`src/rtl/ctc_int_ctrl.sv`:
```
// Z80 mode-2 interrupt controller for the counter/timer channels: fixed-priority
// arbitration, IEI/IEO daisy chain, vector on acknowledge, RETI snooping.
module ctc_int_ctrl #(
  parameter int CHAN = 4,
  parameter int AWID = 2,
  parameter int DWID = 8
) (
  input  logic            clk,
  input  logic            reset_n,
  input  logic            m1_n,
  input  logic            iorq_n,
  input  logic            rd_n,
  input  logic [DWID-1:0] din,
  output logic [DWID-1:0] dout,
  output logic            oe_n,
  input  logic            iei,
  output logic            ieo,
  output logic            int_n,
  input  logic [DWID-1:0] vec_base,
  input  logic [CHAN-1:0] int_en,
  input  logic [CHAN-1:0] int_req,
  output logic [CHAN-1:0] in_service
);

  // state  | meaning
  // IDLE   | waiting for an ED opcode fetch
  // SAW_ED | ED fetched; a following 4D fetch is a RETI
  typedef enum logic {IDLE = 1'b0, SAW_ED = 1'b1} reti_t;

  reti_t           state_q, state_d;
  logic [CHAN-1:0] pending_q, pending_d;
  logic [CHAN-1:0] in_service_q, in_service_d;
  logic            int_n_q, int_n_d;
  logic            oe_n_q, oe_n_d;
  logic [DWID-1:0] dout_q, dout_d;
  logic            ack1_q, ack1_d;
  logic            fetch1_q, fetch1_d;

  logic [CHAN-1:0] elig;
  logic [AWID-1:0] winner;
  logic            any_elig;
  logic            blocked;
  logic [DWID-1:0] vec;
  logic [CHAN-1:0] win_mask;
  logic            ack_stb, ack_ok, fetch_stb, reti_clr;

  // A channel is blocked by its own or any higher-priority in-service bit.
  always_comb begin
    blocked = 1'b0;
    elig    = '0;
    for (int i = 0; i < CHAN; i++) begin
      blocked = blocked | in_service_q[i];
      elig[i] = pending_q[i] & ~blocked;
    end
    winner = '0;
    for (int i = CHAN - 1; i >= 0; i--) begin
      if (elig[i]) winner = AWID'(i);
    end
    any_elig = |elig;
    win_mask = CHAN'(1) << winner;
    vec          = vec_base;
    vec[AWID:1]  = winner;
    vec[0]       = 1'b0;
  end

  always_comb begin
    ack1_d    = ~m1_n & ~iorq_n;
    fetch1_d  = ~m1_n & ~rd_n & iorq_n;
    ack_stb   = ack1_d & ~ack1_q;
    fetch_stb = fetch1_d & ~fetch1_q;
    // any_elig guards against int_en dropping in the very cycle of the acknowledge
    ack_ok    = ack_stb & iei & ~int_n_q & any_elig;

    state_d  = state_q;
    reti_clr = 1'b0;
    if (fetch_stb) begin
      case (state_q)
        IDLE:   if (din == 8'hED) state_d = SAW_ED;
        SAW_ED: begin
          if (din == 8'hED) begin
            state_d = SAW_ED;
          end else begin
            state_d  = IDLE;
            reti_clr = (din == 8'h4D) & iei;
          end
        end
        default: state_d = IDLE;
      endcase
    end

    pending_d = pending_q;
    if (ack_ok) pending_d = pending_d & ~win_mask;
    pending_d = (pending_d | int_req) & int_en;

    in_service_d = in_service_q;
    if (reti_clr) in_service_d = in_service_d & (in_service_d - CHAN'(1));
    if (ack_ok)   in_service_d = in_service_d | win_mask;

    int_n_d = ~(iei & any_elig & ~ack_ok);

    if (ack_ok) begin
      oe_n_d = 1'b0;
      dout_d = vec;
    end else if (ack1_d && !oe_n_q) begin
      oe_n_d = oe_n_q;
      dout_d = dout_q;
    end else begin
      oe_n_d = 1'b1;
      dout_d = '0;
    end
  end

  always_ff @(posedge clk) begin
    if (!reset_n) begin
      state_q      <= IDLE;
      pending_q    <= '0;
      in_service_q <= '0;
      int_n_q      <= 1'b1;
      oe_n_q       <= 1'b1;
      dout_q       <= '0;
      ack1_q       <= 1'b0;
      fetch1_q     <= 1'b0;
    end else begin
      state_q      <= state_d;
      pending_q    <= pending_d;
      in_service_q <= in_service_d;
      int_n_q      <= int_n_d;
      oe_n_q       <= oe_n_d;
      dout_q       <= dout_d;
      ack1_q       <= ack1_d;
      fetch1_q     <= fetch1_d;
    end
  end

  assign ieo        = iei & ~|in_service_q & ~|pending_q;
  assign int_n      = int_n_q;
  assign oe_n       = oe_n_q;
  assign dout       = dout_q;
  assign in_service = in_service_q;

endmodule

```
`config.mk`:
```
export PLATFORM = sky130hd
export DESIGN_NAME = ctc_int_ctrl
export DESIGN_NICKNAME = d
export VERILOG_FILES = /design/src/rtl/ctc_int_ctrl.sv
export SDC_FILE = /design/constraint.sdc
export NUM_CORES = 1
export LEC_CHECK = 0
export BUFFER_PORTS_ARGS = -buffer_cell sky130_fd_sc_hd__buf_2
export CAP_MARGIN = 40
export CELL_PAD_IN_SITES_DETAIL_PLACEMENT = 0
export CELL_PAD_IN_SITES_GLOBAL_PLACEMENT = 2
export CORE_MARGIN = 2
export CORE_UTILIZATION = 26
export CTS_BUF_LIST = sky130_fd_sc_hd__clkbuf_4
export CTS_CLUSTER_SIZE = 20
export DETAILED_ROUTE_END_ITERATION = 6
export PLACE_DENSITY = 0.86
export SETUP_SLACK_MARGIN = 0.02
export SYNTH_ARGS = -nofsm -noshare
export SYNTH_HDL_FRONTEND = slang
export SYNTH_SLANG_ARGS = --single-unit
```
`constraint.sdc`:
```
create_clock -name clk -period 1.6 [get_ports clk]
set_input_delay 0.16 -clock clk [delete_from_list [all_inputs] [get_ports clk]]
set_output_delay 0.16 -clock clk [all_outputs]
set_load 0.05 [all_outputs]
```
==> Word-level counts from Yosys, hierarchy flattened <==
Index checks and enable logic that the tools add are counted.
Widths: inputs -> output; s select.
{ "classes": {"n_eq_ne": 3, "muxes": 15, "bitwise": 38, "n_reduce_logical": 7, "addsub": 1, "shift": 1} }
{ "op_table": {"columns": ["cell", "count"], "rows": [
  ["$and 1x1->1", 17],
  ["$mux 8", 2],
  ["$and 4x4->4", 3],
  ["$mux 4", 3],
  ["$not 1->1", 12],
  ["$reduce_or 4->1", 3],
  ["$eq 8x7->1 const B", 1],
  ["$eq 8x8->1 const B", 1],
  ["$mux 2", 4],
  ["$or 4x4->4", 2],
  ["$mux 1", 6],
  ["$not 4->4", 1],
  ["$shl 1x2->4 const A", 1],
  ["$sub 4x1->4 const B", 1],
  ["$logic_not 1->1", 3],
  ["$or 1x1->1", 3],
  ["$ne 2x2->1 const B", 1],
  ["$logic_and 1x1->1", 1]
]} }
{ "totals": {"elab_cells": 73, "in_bits": 30, "register_bits": 20, "out_inout_bits": 15} }

==> Longest topological paths before layout <==
Gate-level depths: netlist of the first run.
{ "logic_depth": {"word_depth": 15, "ltp_mapped": 5, "ltp_nobuf": 4} }

==> Least setup slack after synthesis of the first run <==
OpenSTA, ideal clock, no wires.
{ "synth_path": {"path_kind": "register -> register", "start": "reg in_service_q[0], in the netlist in_service[0]", "end": "reg dout_q[1], in the netlist dout[1]", "stages_incl_launch_ff": 6, "period_less_slack_ns": 1.703, "setup_slack_ns": -0.103, "setup_ns": 0.072, "n_path_buf": 1, "arrival_time_ns": 1.632, "cell_sequence": "dfxtp_1 clkbuf_1 nor3_1 o21ai_1 a21oi_2 mux2i_1"} }
{ "synth_between": {"elab_chain_len": 10} }
{ "synth_lines": {"columns": ["item", "line", "rtl"], "rows": [
  ["start, declared", "32", "logic [CHAN-1:0] in_service_q, in_service_d;"],
  ["start signal, assigned", "126", "in_service_q <= in_service_d;"],
  ["$or 1x1->1 (3 in series)", "52", "blocked = blocked | in_service_q[i];"],
  ["$not 1->1", "53", "elig[i] = pending_q[i] & ~blocked;"],
  ["$and 1x1->1", "53", null],
  ["$mux 2 (4 in series)", "57", "if (elig[i]) winner = AWID'(i);"],
  ["$mux 8", "101", "if (ack_ok) begin"],
  ["end signal, assigned", "129", "dout_q <= dout_d;"],
  ["end, declared", "35", "logic [DWID-1:0] dout_q, dout_d;"]
]} }
Several ways; a longest one is shown, not always the timed one.
A chain may end at the register's enable or synchronous reset.

==> Worst setup path after layout of the first run <==
{ "layout_path": {"start": "reg state_q", "end": "reg in_service_q[3], in the netlist in_service[3]"} }
{ "layout_between": {"elab_chain_len": 5} }
{ "layout_lines": {"columns": ["item", "line", "rtl"], "rows": [
  ["start, declared", "30", "reti_t state_q, state_d;"],
  ["start signal, assigned", "124", "state_q <= state_d;"],
  ["$mux 1 *", "77", "case (state_q)"],
  ["$mux 1 *", "76", "if (fetch_stb) begin"],
  ["$mux 4 *", "96", "if (reti_clr) in_service_d = in_service_d & (in_service_d - CHAN'(1));"],
  ["$or 4x4->4", "97", "if (ack_ok) in_service_d = in_service_d | win_mask;"],
  ["$mux 4 *", "97", null]
]} }
Every way passes the cells marked *; elsewhere a longest branch is shown, timed or not.

==> results of run 1 <==
[power breakdown]
group          internal, mW  leakage [nW]  switching (mW)
sequential            0.507         0.165         0.00864
combinational        0.0599         0.371          0.0737
clock                 0.253        0.0279           0.159
[worst reg2reg max path, delay by kind of cell (launching register included)]
family | cells | cell delay [ns]
AOI/OAI and AO/OA | 1 | 0.21
and+or+nand+nor | 3 | 0.92
DFF | 1 | 0.34
[sequential cells by signal, summed over array words and instances (netlist names)]
register	cells
fetch1_q	1
int_n	1
ack1_q	1
dout	7
in_service	4
pending_q	4
oe_n	1
state_q	1
[cell usage in the layout (no fill, tap or decap), drive strengths merged]
cell     netlist  final
nor4bb         1      1
o21ai          5      5
o21a           1      1
inv            1      1
and4b          2      2
nand4          2      2
nor2           4      4
a32o           1      1
bufinv         0      1
nand2         18     18
and3           1      1
clkbuf         3      3
a211o          1      1
nand4b         1      1
o21bai         1      1
a31o           1      1
nor4           2      2
nor3b          2      2
nor2b          3      3
conb           1      1
o2bb2ai        1      1
o311a          1      1
nor4b          2      2
a21boi         3      3
nand2b         2      2
mux2i          6      6
nor3           4      4
or4            1      1
a21oi          5      5
dfxtp         20     20
buf            1     46
o211ai         2      2
nand3          1      1
and2           1      1
[cell type report]
type                       count  area [µm²]  area share (%)
multi-input combinational     76         546            41.0
clock buffer                   3        22.5            1.69
clock inverter                 1        30.0            2.26
sequential                    20         407            30.6
inverter                       1        3.75           0.282
timing repair buffer          46         264            19.8
tap                           46        57.6            4.33
[worst min path at each step]
stage	from	to	cells past startpoint
floorplan	iorq_n	ack1_q	1
global placement	int_req[1]	pending_q[1]	3
detailed placement	int_req[1]	pending_q[1]	3
CTS	rd_n	fetch1_q	2
global route	rd_n	fetch1_q	2
finish	rd_n	fetch1_q	2
[metrics by stage]
step | utilization [%] | std cells | setup TNS (ns) | worst slack (ns)
finish | 39.2 | 193 | 0 | 0.0406
global route | 39.2 | 193 | -0.0426 | -0.0267
CTS | 37.9 | 192 | 0 | 0.0203
detailed placement | 36.1 | 188 | -0.00959 | -0.00959
global placement | 36.1 | 188 | 0 | 0.0342
floorplan | - | 101 | 0 | 0.0651
[cells by family after synthesis]
logic type,count (synthesis)
AO/OA/AOI/OAI,22
buffers and inverters,5
flip-flops,20
multiplexers,6
other,1
AND/OR/NAND/NOR,47
[layer usage]
layer  up-vias  routed length [µm]  GRT usage (%)
met5         -                   0              0
met4         0                  23           5.71
met3         2                 137           1.58
met2        25                1160           20.1
met1       425                 965           11.9
li1        459                   -              -
[timing repair]
item / in CTS / in global routing
resized for setup: 2 / 7
endpoints found under the setup margin: 2 / 5
buffers inserted: 0 / 1
pin swaps: 0 / 4
cloned: 0 / 0
==> results.md, run 1 <==
- Antenna Violating Nets Remaining: 0
- global-route congestion overflow total: 0
- Clock Tree Root: sky130_fd_sc_hd__clkbuf_4
- CTS tree: done
- post-route cell area: 0.00133 mm²
- depth of the worst register-to-register path: 4
- Yosys Warn Count: 0
- Post-Syn Nets: 131
- Register-to-Register Setup Slack: 0.04 ns
- delay of the slowest critical-path stage: 0.44 ns
- sequence of cells on the critical path: nor4bb_4, nand4_2, or4_4, a32o_1
- ant diodes: 0
- Slew Limit Fails: 0
- wire length of the first global-routing pass: 3.54 mm
- y dimension of the die: 64.0 µm
- fraction of synthesized cell area in xor and xnor cells: 0%
- largest net degree at the start of global routing: 15
- final-stage net count: 178
- WL per Instance: 11.8 µm
- most instantiated library cell after synthesis: sky130_fd_sc_hd__dfxtp_1
- power density relative to cell area: 797 mW/mm²
- slowest cell on the critical path: sky130_fd_sc_hd__or4_4
- area share of the largest cell type after synthesis: 42.8%
- r2r startpoint: state_q
- Yosys cell types: 39
- last element of the critical path: in_service[3]
- initial antenna violation count: 0
- total power of the final layout: 1.06 mW
- count of mapped cells out of synthesis: 101
- Max Buffers Root-to-Sink: 2
- GRT Overall Usage: 10.9%
- data required time of the worst path: 1.81 ns
- Fin Clk Skew: 0.00176 ns
- Critical Path Sink Type: flip-flop
- number of cells on the critical path: 4
- via count of the first global-routing pass: 865
- Final Critical Period: 1.56 ns
- area overhead of the layout relative to synthesis: 42.1%
- max-cap violation count: 0
- Commonest cells post-synth: sky130_fd_sc_hd__dfxtp_1, sky130_fd_sc_hd__nand2_1, sky130_fd_sc_hd__mux2i_1
- clock transition time at the flip-flop clock pins of the worst setup and hold paths: 0.11 ns
- setup repair after global routing missed its margin: true
- post-synth design cell area: 936 µm²
- delay-heaviest family, CP: simple AND/OR/NAND/NOR gates
- maximum fanout count along the critical path: 4
- status: completed
- class of the most critical hold timing path: input port to flip-flop
- DRT Wirelength: 2.28 mm
- Final GP Congestion: 0.758
- number of flops mapped to enable cells by yosys: 0
- Avg Inst Size Synth: 9.27 µm²
- standby leakage power: 0.563 nW
- DRC Markers: 0
- half-perimeter wire length after placement: 1.80 mm
- proportion of synthesized area in mux cells: 6.42%
- leading register cell type out of synthesis: sky130_fd_sc_hd__dfxtp_1
- vias: 911
- critical path buffer and inverter count: 0
- fraction of the mapped netlist area in compound gates: 16.3%
- CORE AREA: 0.00339 mm²
- share of synthesized cell area in and, or, nand and nor gates: 31.7%
- upper clock frequency limit: 641 MHz
- worst hold slack after final layout: 0.0548 ns
- largest cells by area after synthesis: sky130_fd_sc_hd__dfxtp_1, sky130_fd_sc_hd__nand2_1, sky130_fd_sc_hd__mux2i_1
- type of the worst setup path: flip-flop to flip-flop
- sequential element share of the synthesized area: 42.8%
- Area after DPL: 0.00122 mm²
- area of the die: 0.00410 mm²
- clock network latency to the later pin of the worst-skew pair: 0.30 ns
- cell type with the highest aggregate area in the netlist: sky130_fd_sc_hd__dfxtp_1
- Die Wd: 64.0 µm
- length of the first detailed-routing pass in iterations: 4
- fraction of final layout cells sized beyond drive strength 1: 43.5%
- Filler Cell Count: 353
- main combinational cell family by area after synthesis: simple AND/OR/NAND/NOR gates
- IO Count: 45
- average vias per placed instance: 4.72
- DRC marker count from the first detailed-route iteration: 8
- CTS Sinks: 20
- IO Port Bufs: 40
- register bit count reported by yosys: 20
- cts bufs inserted: 3
- worst supply voltage drop on vdd: 312 µV
- data arrival time of the critical path: 1.77 ns
- number of levels in the clock H-tree: 1
- arithmetic-cell share of the synthesized area counting full adders, half adders and majority gates: 0%
- Cell Rows: 21
- element type at the critical path start: flip-flop
- Hold Fails Final Rpt: 0
- starting density of the core: 27.6%
- post-route fraction of the period consumed by the critical path: 97.5%
- start point of the critical path: state_q
- final setup violating endpoints: 0
- post-cts hold buffer count: 0
- destination of the worst register-to-register timing path: in_service[3]
- post-synthesis async set-or-reset flop share: 0%
Note: power is estimated with default switching activity, not from simulation.
==> run 2: changes to the inputs <==
--- a/config.mk
+++ b/config.mk
@@ -5,7 +5,7 @@
 export SDC_FILE = /design/constraint.sdc
 export NUM_CORES = 1
 export LEC_CHECK = 0
-export BUFFER_PORTS_ARGS = -buffer_cell sky130_fd_sc_hd__buf_2
+export BUFFER_PORTS_ARGS = -buffer_cell sky130_fd_sc_hd__buf_4
 export CAP_MARGIN = 40
 export CELL_PAD_IN_SITES_DETAIL_PLACEMENT = 0
 export CELL_PAD_IN_SITES_GLOBAL_PLACEMENT = 2
==> run 2 against run 1 <==
  * First-iteration DRC count increased to 4.6 times the previous value
  * Design area increased by 4.3%
  * Power increased by 2.2%
  * Die area unchanged
  * Final cell count decreased by 1.6%
  * Clock power increased by 2%
  * Combinational power increased by 10%
  * Via count decreased by 0.11%
  * Maximum frequency increased by 2.1%
  * Count of clock-buffer cells in the layout unchanged
  * Wire length increased by 1.3%
==> results.md, run 2 (same netlist as run 1, synthesis figures left out) <==
- status: completed
- fraction of power consumed by sequential logic: 47.6%, -1.0 points
- Final GP Congestion: 0.761, +0.29%
- DRC Markers: 0, unchanged
- data arrival time of the critical path: 1.74 ns, -0.03 ns
- final setup violating endpoints: 0, unchanged
- class of the most critical hold timing path: input port to flip-flop
- Antenna Violating Nets Remaining: 0, unchanged
- length of the first detailed-routing pass in iterations: 4, unchanged
- share of power burned in the clock network: 38.8%, about the same
- average vias per placed instance: 4.79, +1.5%
- worst supply voltage drop on vdd: 313 µV, +0.50%
- DRT Wirelength: 2.31 mm, +1.3%
- Die Wd: 64.0 µm, unchanged
- DRC marker count from the first detailed-route iteration: 37, +29
- Slew Limit Fails: 0, unchanged
- Internal Dissipation: 0.835 mW, +1.9%
- largest net degree at the start of global routing: 22, +7
- data required time of the worst path: 1.82 ns, about the same
- y dimension of the die: 64.0 µm, unchanged
- post-route fraction of the period consumed by the critical path: 95.5%, -2.0 points
- global-route congestion overflow total: 0, unchanged
- number of levels in the clock H-tree: 1, unchanged
- Final Critical Period: 1.53 ns, -0.0314 ns
- Critical Path Sink Type: flip-flop
- post-route cell area: 0.00139 mm², +4.3%
- Clock Tree Root: sky130_fd_sc_hd__clkbuf_4
- Max Buffers Root-to-Sink: 2, unchanged
- commonest non-fill, non-tap cell in the layout: sky130_fd_sc_hd__buf_4
- clock transition time at the flip-flop clock pins of the worst setup and hold paths: 0.12 ns, about the same
- last element of the critical path: in_service[3]
- final-stage net count: 175, -1.7%
- IO Count: 45, unchanged
- CTS tree: done
- starting density of the core: 27.6%, unchanged
- worst hold slack after final layout: 0.0265 ns, -0.0283 ns
- Hold Fails Final Rpt: 0, unchanged
- GRT Overall Usage: 11.7%, +0.83 points
- area of the die: 0.00410 mm², unchanged
- count of cells along the worst hold path: 2, unchanged
- commonest cells after routing, fill and taps aside: sky130_fd_sc_hd__buf_4, sky130_fd_sc_hd__nand2_1, sky130_fd_sc_hd__dfxtp_1
- half-perimeter wire length after placement: 1.76 mm, -1.9%
- fraction of the core area covered by cells at the end of the flow: 40.9%, +1.7 points
- ant diodes: 0, unchanged
- vias: 910, -0.11%
- Area after DPL: 0.00131 mm², +7.0%
- power density relative to cell area: 781 mW/mm², -2.0%
- start point of the critical path: state_q
- number of flip-flops in the largest register: 7, unchanged
- CORE AREA: 0.00339 mm², unchanged
- type of the worst setup path: flip-flop to flip-flop
- destination of the worst register-to-register timing path: in_service[3]
- depth of the worst register-to-register path: 4, unchanged
- setup repair after global routing missed its margin: true
- CTS Sinks: 20, unchanged
- r2r startpoint: state_q
- upper clock frequency limit: 654 MHz, +2.1%
- initial antenna violation count: 0, unchanged
- Fin Clk Skew: 0.00233 ns, +0.000578 ns
- Register-to-Register Setup Slack: 0.07 ns, +0.03 ns
- element type at the critical path start: flip-flop
- Cell Rows: 21, unchanged
- area overhead of the layout relative to synthesis: 48.3%
- clock network latency to the later pin of the worst-skew pair: 0.31 ns, about the same
- maximum fanout count along the critical path: 4, unchanged
- IO Port Bufs: 40, unchanged
- post-CTS setup-driven buffer insertion count: 0, unchanged
- fraction of final layout cells sized beyond drive strength 1: 41.0%, -2.6 points
- max-cap violation count: 0, unchanged
- wire length of the first global-routing pass: 3.80 mm, +7.4%
- cts bufs inserted: 3, unchanged
- standby leakage power: 0.567 nW, +0.60%
- Switching Fraction: 22.9%, +0.24 points
- switching pwr: 0.249 mW, +3.3%
- power share of the combinational group: 13.6%, +1.0 points
- WL per Instance: 12.2 µm, +2.9%
- via count of the first global-routing pass: 895, +3.5%
-- run 2: power groups by stage --
stage | Clock, mW | Sequential, mW | Combinational, mW
finish | 0.421 | 0.516 | 0.148
global route | 0.444 | 0.517 | 0.161
CTS | 0.433 | 0.515 | 0.144
detailed placement | 0 | 0.526 | 0.143
global placement | 0 | 0.526 | 0.141
floorplan | 0 | 0.532 | 0.0640
-- run 2: cell type report --
cell class,instances,area (µm²)
well taps,46,57.6
clock buffers,3,22.5
flip-flops and latches,20,405
multi-input cells,76,542
fillers,351,2000
clock inverters,1,30.0
repair buffers,43,327
inverters,1,3.75
-- run 2: timing repair --
item | CTS | global route
endpoints found under the setup margin | 1 | 2
pin swaps | 0 | 3
hold endpoints to repair | 0 | 0
gates resized for setup | 1 | 5
gates cloned | 0 | 0
hold buffers | 0 | 0
-- run 2: how the worst min path moves through the flow --
stage	start	end
2_1_floorplan	iorq_n	ack1_q
3_3_place_gp	rd_n	fetch1_q
3_5_place_dp	rd_n	fetch1_q
4_1_cts	rd_n	fetch1_q
5_1_grt	rd_n	fetch1_q
6_report	rd_n	fetch1_q
-- run 2: metrics by stage --
stage                     total power [mW]  worst slack (ns)  std cells  TNS [ns]
after floorplan                      0.596            0.0651        101         0
after global placement               0.667            0.0396        186         0
after detailed placement             0.669           0.00367        186         0
after CTS                             1.09            0.0232        190         0
after global routing                  1.12           -0.0105        190   -0.0166
final                                 1.08            0.0720        190         0
-- run 2: metal layers --
| layer | vias to the layer above | share of wire [%] | track usage (%) |
|---|---|---|---|
| met5 | - | 0 | 0 |
| met1 | 427 | 44 | 13.7 |
| met4 | 0 | 2.3 | 7.34 |
| li1 | 452 | - | - |
| met3 | 4 | 5.3 | 1.76 |
| met2 | 27 | 48 | 19.8 |
-- run 2: critical path, cell delays in order, from the launching register on --
cell	delay [ns]
sky130_fd_sc_hd__dfxtp_2	0.35
sky130_fd_sc_hd__nor4bb_4	0.28
sky130_fd_sc_hd__nand4_2	0.18
sky130_fd_sc_hd__or4_1	0.42
sky130_fd_sc_hd__a32o_1	0.21
